### src/rtl/regfile_pkg.sv
// regfile_pkg
// Definitions shared by the register-file write path.
//   PC_INDEX           : architectural register that holds the program counter
//   DEF_WORD_SIZE      : default register data width
//   DEF_ADDR_WIDTH     : default register address width
//   REQ_ALU/LOAD/PC    : requester slot assignment on the write arbiter
package regfile_pkg;

  localparam int PC_INDEX       = 15;
  localparam int DEF_WORD_SIZE  = 32;
  localparam int DEF_ADDR_WIDTH = 4;

  localparam int REQ_ALU  = 0;
  localparam int REQ_LOAD = 1;
  localparam int REQ_PC   = 2;

endpackage

### src/rtl/regfile_write_arbiter_rr_select.sv
// rr_select
// Purely combinational round-robin picker. Among the set bits of req, it
// selects the one reached first when scanning upward from index start,
// wrapping past N-1 back to 0.
// Ports:
//   req    in  N      request vector
//   start  in  PTR_W  index where the scan begins (must be < N)
//   grant  out N      one-hot grant, zero when req is zero
//   idx    out PTR_W  encoded index of the granted bit
//   found  out 1      a grant was made
module rr_select #(
  parameter int N     = 3,
  parameter int PTR_W = (N > 1) ? $clog2(N) : 1
) (
  input  logic [N-1:0]     req,
  input  logic [PTR_W-1:0] start,
  output logic [N-1:0]     grant,
  output logic [PTR_W-1:0] idx,
  output logic             found
);

  // Circular distance from start; one extra bit covers i + N - start.
  logic [PTR_W:0] dist_s;
  logic [PTR_W:0] best_s;

  // Pick the valid request with the smallest circular distance from start.
  always_comb begin
    grant  = '0;
    idx    = '0;
    found  = 1'b0;
    dist_s = '0;
    best_s = (PTR_W+1)'(N);
    for (int i = 0; i < N; i++) begin
      if ((PTR_W+1)'(i) >= {1'b0, start}) begin
        dist_s = (PTR_W+1)'(i) - {1'b0, start};
      end else begin
        dist_s = (PTR_W+1)'(i) + (PTR_W+1)'(N) - {1'b0, start};
      end
      if (req[i] && (dist_s < best_s)) begin
        best_s   = dist_s;
        grant    = '0;
        grant[i] = 1'b1;
        idx      = PTR_W'(i);
        found    = 1'b1;
      end else begin
        best_s = best_s;
      end
    end
  end

endmodule

### src/rtl/regfile_write_arbiter.sv
// regfile_write_arbiter
// Shares the single register-file write port among NUM_REQ writeback
// sources with round-robin arbitration, registers the selected write and
// counts contended cycles (two or more valid requests), saturating.
// Optional feature macro: REGFILE_ARB_PC_PRIORITY_EN -- when defined, any
// valid request targeting the PC register wins ahead of round-robin
// (lowest index among PC requests), and rr_ptr is left untouched.
// Ports:
//   clk            in   1                    clock, posedge
//   reset          in   1                    synchronous, active-high
//   req_valid      in   NUM_REQ              request pending per requester
//   req_ready      out  NUM_REQ              combinational one-hot grant
//   req_reg        in   NUM_REQ*ADDR_WIDTH   packed target addresses
//   req_data       in   NUM_REQ*WORD_SIZE    packed write data
//   write_en       out  1                    registered write enable
//   write_reg      out  ADDR_WIDTH           registered write address
//   write_data     out  WORD_SIZE            registered write data
//   contention_cnt out  CNT_WIDTH            saturating contended-cycle count
module regfile_write_arbiter
  import regfile_pkg::*;
#(
  parameter int WORD_SIZE  = DEF_WORD_SIZE,
  parameter int ADDR_WIDTH = DEF_ADDR_WIDTH,
  parameter int NUM_REQ    = 3,
  parameter int CNT_WIDTH  = 16
) (
  input  logic                          clk,
  input  logic                          reset,
  input  logic [NUM_REQ-1:0]            req_valid,
  output logic [NUM_REQ-1:0]            req_ready,
  input  logic [NUM_REQ*ADDR_WIDTH-1:0] req_reg,
  input  logic [NUM_REQ*WORD_SIZE-1:0]  req_data,
  output logic                          write_en,
  output logic [ADDR_WIDTH-1:0]         write_reg,
  output logic [WORD_SIZE-1:0]          write_data,
  output logic [CNT_WIDTH-1:0]          contention_cnt
);

  localparam int PTR_W = (NUM_REQ > 1) ? $clog2(NUM_REQ) : 1;

  logic [PTR_W-1:0]      rr_ptr_r;
  logic [PTR_W-1:0]      rr_ptr_next_s;
  logic [NUM_REQ-1:0]    rr_grant_s;
  logic [PTR_W-1:0]      rr_idx_s;
  logic                  rr_found_s;
  logic [NUM_REQ-1:0]    grant_s;
  logic [PTR_W-1:0]      grant_idx_s;
  logic                  grant_any_s;
  logic                  pc_win_s;
  logic [ADDR_WIDTH-1:0] sel_reg_s;
  logic [WORD_SIZE-1:0]  sel_data_s;
  logic                  multi_valid_s;

  rr_select #(
    .N     (NUM_REQ),
    .PTR_W (PTR_W)
  ) u_rr_select (
    .req   (req_valid),
    .start (rr_ptr_r),
    .grant (rr_grant_s),
    .idx   (rr_idx_s),
    .found (rr_found_s)
  );

  // Final grant: round-robin result, optionally overridden by a PC write.
  always_comb begin
    grant_s     = rr_grant_s;
    grant_idx_s = rr_idx_s;
    grant_any_s = rr_found_s;
    pc_win_s    = 1'b0;
`ifdef REGFILE_ARB_PC_PRIORITY_EN
    // Descending scan so the lowest-indexed PC request is the last to win.
    for (int i = NUM_REQ - 1; i >= 0; i--) begin
      if (req_valid[i] && (req_reg[i*ADDR_WIDTH +: ADDR_WIDTH] == ADDR_WIDTH'(PC_INDEX))) begin
        pc_win_s    = 1'b1;
        grant_s     = '0;
        grant_s[i]  = 1'b1;
        grant_idx_s = PTR_W'(i);
        grant_any_s = 1'b1;
      end else begin
        pc_win_s = pc_win_s;
      end
    end
`endif
  end

  // No requester may transfer while reset is asserted.
  always_comb begin
    if (reset) begin
      req_ready = '0;
    end else begin
      req_ready = grant_s;
    end
  end

  // AND-OR mux of the granted requester's address and data.
  always_comb begin
    sel_reg_s  = '0;
    sel_data_s = '0;
    for (int i = 0; i < NUM_REQ; i++) begin
      if (grant_s[i]) begin
        sel_reg_s  = req_reg[i*ADDR_WIDTH +: ADDR_WIDTH];
        sel_data_s = req_data[i*WORD_SIZE +: WORD_SIZE];
      end else begin
        sel_reg_s  = sel_reg_s;
      end
    end
  end

  // Pointer advances to the slot after the granted one, wrapping at NUM_REQ.
  always_comb begin
    if (grant_idx_s == PTR_W'(NUM_REQ - 1)) begin
      rr_ptr_next_s = '0;
    end else begin
      rr_ptr_next_s = grant_idx_s + PTR_W'(1);
    end
  end

  // Clearing the lowest set bit leaves a nonzero value iff two or more are set.
  assign multi_valid_s = |(req_valid & (req_valid - NUM_REQ'(1)));

  // Output register, round-robin pointer and contention counter.
  always_ff @(posedge clk) begin
    if (reset) begin
      write_en       <= 1'b0;
      write_reg      <= '0;
      write_data     <= '0;
      rr_ptr_r       <= '0;
      contention_cnt <= '0;
    end else begin
      if (grant_any_s) begin
        write_en   <= 1'b1;
        write_reg  <= sel_reg_s;
        write_data <= sel_data_s;
      end else begin
        write_en   <= 1'b0;
      end
      if (grant_any_s && !pc_win_s) begin
        rr_ptr_r <= rr_ptr_next_s;
      end else begin
        rr_ptr_r <= rr_ptr_r;
      end
      if (multi_valid_s && (contention_cnt != {CNT_WIDTH{1'b1}})) begin
        contention_cnt <= contention_cnt + CNT_WIDTH'(1);
      end else begin
        contention_cnt <= contention_cnt;
      end
    end
  end

endmodule

### config.mk
export PLATFORM = sky130hd
export DESIGN_NAME = regfile_write_arbiter
export DESIGN_NICKNAME = d
export VERILOG_FILES = /design/src/rtl/regfile_pkg.sv /design/src/rtl/regfile_write_arbiter_rr_select.sv /design/src/rtl/regfile_write_arbiter.sv
export SDC_FILE = /design/constraint.sdc
export NUM_CORES = 1
export LEC_CHECK = 0
export ABC_AREA = 0
export ABC_CLOCK_PERIOD_IN_PS = 4400
export CAP_MARGIN = 20
export CORE_UTILIZATION = 40
export CTS_CLUSTER_SIZE = 30
export DETAILED_ROUTE_END_ITERATION = 10
export GPL_ROUTABILITY_DRIVEN = 0
export PLACE_DENSITY = 0.8
export RECOVER_POWER = 25
export SYNTH_ARGS = -nofsm -noshare
export SYNTH_HDL_FRONTEND = slang
export SYNTH_HIERARCHICAL = 1
export SYNTH_SLANG_ARGS = --single-unit
### constraint.sdc
create_clock -name clk -period 4.4 [get_ports clk]
set_input_delay 0.88 -clock clk [delete_from_list [all_inputs] [get_ports clk]]
set_output_delay 0.88 -clock clk [all_outputs]
set_load 0.05 [all_outputs]
Word-level counts from Yosys, hierarchy flattened. Cells that the tools add are included.

Add/sub/neg operators: 9. $mul: 0. Divide/modulo/power cells: 0. Magnitude comparators: 6. Equal/unequal tests: 2. Shifts and indexed selects: 0. Muxes and demuxes: 22. Bitwise gates (word level): 1. Reduce and logical (&&, ||, !) cells: 5.

Operators by type and width (number): $mux 32 (3); $mux 3 (7); $add 16x1->16 const B (1); $ne 16x16->1 const B (1); $mux 4 (3); $lt 3x3->1 (2); $mux 1 (6); $mux 2 (3); $sub 1x2->3 const A (2); $sub 2x2->3 const A (2); $sub 3x2->3 const A (2); $ge 1x2->1 const A (2); $logic_and 1x1->1 (4); $and 3x3->3 (1); $lt 3x2->1 const B (1); $reduce_or 3->1 (1); $sub 3x1->3 const B (1); $add 2x1->2 const B (1); $eq 2x2->1 const B (1); $ge 2x2->1 const A (1).

Flip-flop bits (word level): 55. Bits in latches: 0. RAM bits: 0. ROM bits: 0. Logic and storage cells: 50. Memories: 0.

Longest topological paths before layout.
Depth after elaboration: 14. Mapped depth: 18. Mapped depth without buffers: 16.

Hierarchy. Netlist, hierarchy kept.

By module, submodules not included: regfile_write_arbiter (times used 1, cells an instance 367, area each 3027.9 um^2); rr_select (times used 1, cells an instance 37, area each 295.3 um^2).

Worst setup path after synthesis. OpenSTA, ideal clock, no wires.

Path type: input -> output. Start point: input req_valid[0]. End point: output req_ready[2]. Arrival time: 3848 ps. Data required time: 3520 ps. Slack: -328 ps. Stages on the path: 12. Path buffers: 2. Cells stage by stage: and2b_2 -> ha_1 -> nand3b_1 -> a21o_1 -> mux2_2 -> ha_1 -> a21oi_1 -> nand2_1 -> o31ai_4 -> clkbuf_1 -> clkbuf_1 -> nor2b_1.

Longest elaborated chain between the ends: 9.

RTL lines: start: declaration (line regfile_write_arbiter.sv:29) `input logic [NUM_REQ-1:0] req_valid,`; $logic_and 1x1->1 * (line regfile_write_arbiter_rr_select.sv:39) `if (req[i] && (dist_s < best_s)) begin`; $mux 3 * (line regfile_write_arbiter_rr_select.sv:39); $lt 3x3->1 (line regfile_write_arbiter_rr_select.sv:39); $logic_and 1x1->1 (line regfile_write_arbiter_rr_select.sv:39); $mux 3 * (line regfile_write_arbiter_rr_select.sv:39); $lt 3x3->1 * (line regfile_write_arbiter_rr_select.sv:39); $logic_and 1x1->1 * (line regfile_write_arbiter_rr_select.sv:39); $mux 3 * (line regfile_write_arbiter_rr_select.sv:39); net grant_s[2] (line regfile_write_arbiter.sv:46) `logic [NUM_REQ-1:0] grant_s;`; $mux 3 * (line regfile_write_arbiter.sv:89) `if (reset) begin`; end: declaration (line regfile_write_arbiter.sv:30) `output logic [NUM_REQ-1:0] req_ready,`.

Mark *: on every way through the listed nets, which the timed path passes. The rest lies on a longest branch.

Worst setup path after layout. Same ends and word-level chain as after synthesis.

==> metrics.md <==
| Metric | Value |
|---|---|
| Cell area power density | `396 nW/um^2` |
| Share of cells above drive strength 1 | `9.63%` |
| Setup WS post-layout | `0.0969 ns` |
| Area growth, synth to finish | `58.4%` |
| FP Rows | `32` |
| Die ar. | `8680 um^2` |
| Initial DRC count | `100` |
| Layout Cells excl Fill | `663` |
| Routed vias | `3568` |
| Pre-CTS worst setup slack | `-0.115 ns` |
| CP max stage cell | `o31ai_4` |
| Worst Reg-to-Reg Cells | `18` |
| CTS tree | `done` |
| Critical Path AT | `3.42 ns` |
| Hold EP | `write_data[19]` |
| Worst VDD drop | `207 uV` |
| Sequential cell area fraction in the yosys report | `33.1%` |
| Cell variety after synth | `49` |
| WL/cell | `14.9 um` |
| Synth Cell Area | `3320 um^2` |
| Inserted Clock Buffers | `5` |
| Worst flop-to-flop path startpoint | `rr_ptr_r[1]` |
| Antenna viol nets, final | `0` |
| Die H | `93.2 um` |
| Asr flop ratio synth | `0%` |
| Critical Path Fanout Max | `5` |
| Syn_area_per_cell | `8.23 um^2` |
| Commonest non-fill, non-tap cell in the layout | `clkdlybuf4s50_1` |
| Core area | `7890 um^2` |
| Hold Path Depth | `2` |
| Bufs and invs on worst path | `3` |
| H-tree depth | `2` |
| Clk_lat worst skew | `0.30 ns` |
| Total grt overflow | `0` |
| Register area | `1100 um^2` |
| Min Tclk post-route | `4.30 ns` |
| Nets@finish | `682` |
| Status | `complete, no violations` |
| Reg2reg setup slack | `0.62 ns` |
| Max Clock Skew | `0.00699 ns` |
| Reg clk slew, reported paths | `0.09 ns` |
| Cells along the critical path | `dlygate4sd2_1 > and2b_2 > ha_2 > nand3b_1 > a21o_1 > mux2_2 > ha_2 > a21oi_2 > nand2_2 > o31ai_4 > buf_4 > nor2b_4 > buf_12` |
| Root Buffer | `clkbuf_8` |
| Largest register FFs | `32` |
| Min Hold Slack | `0.474 ns` |
| Min-Delay Startpoint | `write_data[19]` |
| Final antenna diode count | `0` |
| Synth Flop Type | `dfxtp_1` |
| Total placed cells including tap cells | `652` |
| Static Leakage | `1.99 nW` |
| Fmax | `232 MHz` |
| Slew at the pin with the worst max-slew slack | `0.544 ns` |
| Post-synth EDFFs | `0` |
| CP top delay family | `compound AO/OA/AOI/OAI gates` |
| Mapped Cells | `404` |
| Fin. Hold Viols | `0` |
| FF-to-FF End | `write_data[18]` |
| Largest net degree at the start of global routing | `57` |
| GRT Total Usage | `23.0%` |
| FF+latch count, synth | `55` |
| Number of clock sinks | `55` |
| Final Max Tran Viols | `0` |
| Post-synth net total | `526` |
| Hold Crit Class | `reg -> reg` |
| Drt via density | `5.38` |
| Worst path most repeated cell | `ha_2` |
| HPWL Detailed | `7550 um` |
| I/O pin count | `169` |
| DRC | `0` |
| Worst EP required | `3.52 ns` |
| CP Capture Type | `output port` |
| Yosys warns | `6` |
| Critical path class | `in -> out` |
| IO Port Bufs | `168` |
| First-pass GRT wire length | `16100 um` |
| WL final | `9860 um` |
| Final setup viols | `0` |
| Initial core utilization | `42.1%` |
| Vias in the first global route | `3410` |
| Deepest clock path buffer count | `2` |
| Fin crit share | `97.8%` |
| Antenna violations before repair | `0` |
| Rel. slew slack | `63.7%` |
| Startpoint types | `primary input` |
| Most frequent cells in the layout | `146 x clkdlybuf4s50_1, 74 x nand2b_1, 54 x dfxtp_1` |
| Multi-input logic area | `2080 um^2` |
| Final-layout fill cell count | `686` |
| Die width | `93.2 um` |
| DR pass1 iterations | `5` |
| Max-Cap Viols | `0` |
| Pwr Total | `2.09 mW` |
| Post-CTS Hold Buffers | `0` |
| CP max stage delay | `0.37 ns` |
## logic make-up after synthesis
logic type / after synthesis / synth area share (%)
AO/OA/AOI/OAI: 99 / 22.0
adder cells (fa/ha/maj): 10 / 3.73
buffers and inverters: 43 / 5.16
flip-flops: 55 / 33.1
multiplexers: 10 / 3.31
other: 1 / 0.113
AND/OR/NAND/NOR: 186 / 32.6
## cells in the mapped netlist, types with 3 or more instances
master    count  share of area, %
a21oi_1      46               6.9
mux2_2        8               2.7
a221o_1      36                11
nand2_1      12               1.4
nor2b_1      11               2.1
buf_1         3              0.34
nand4_1       4              0.75
nand2b_1     74                14
nor2_1       17               1.9
nand3b_1      3              0.68
nand3_1      44               6.6
inv_1         9               1.0
nor4_1        3              0.56
ha_1          9               3.4
clkbuf_1     27               3.0
dfxtp_1      55                33
o21ai_0       4              0.60
## through the flow
stage	setup TNS, ns	util, %	instance area, um^2
after CTS	0	66.5	5240
final	0	66.7	5260
after floorplan	0	-	3340
after global routing	-0.00407	66.7	5260
after detailed placement	-0.410	65.0	5130
after global placement	-0.0219	65.0	5130
## layer usage
layer | share of wire (%) | track usage (%) | vias to the layer above
li1 | - | - | 1767
met1 | 40 | 27.5 | 1668
met2 | 52 | 41.2 | 124
met3 | 6.3 | 4.72 | 9
met4 | 1.3 | 6.92 | 0
met5 | 0 | 0 | -
## where the power goes
part / switching (mW) / internal [mW]
registers: 0.0479 / 0.583
clock network: 0.160 / 0.144
logic: 0.661 / 0.489
## worst max-delay path by stage
stage                      start  depth (start not counted)           end
floorplan           req_valid[0]                         12  req_ready[2]
global placement    req_valid[0]                         13  req_ready[2]
detailed placement  req_valid[0]                         13  req_ready[2]
CTS                 req_valid[0]                         13  req_ready[2]
global route        req_valid[0]                         13  req_ready[2]
finish              req_valid[0]                         13  req_ready[2]
## layout make-up
cell class	count	share of cell area [%]
Sequential cell	55	20.9
Timing Repair Buffer	183	34.5
Clock buffer	8	1.90
Inverter	9	0.642
Tap cell	102	2.43
Multi-Input combinational cell	306	39.5
## repair_timing
action | in CTS | in global routing
pin swaps | 1 | 1
endpoints found under the setup margin | 3 | 3
resized for setup | 1 | 5
setup buffers | 2 | 0
## worst register-to-register path: cells and delay by family, from the launching register on
kind | cells | cell delay [ns]
and+or+nand+nor | 6 | 0.87
AOI/OAI and AO/OA | 5 | 0.76
adders and majority gates | 3 | 0.71
buffers and inverters | 3 | 0.68
DFF | 1 | 0.36
muxes | 1 | 0.28
No activity file was read; power rests on OpenSTA's default activity.
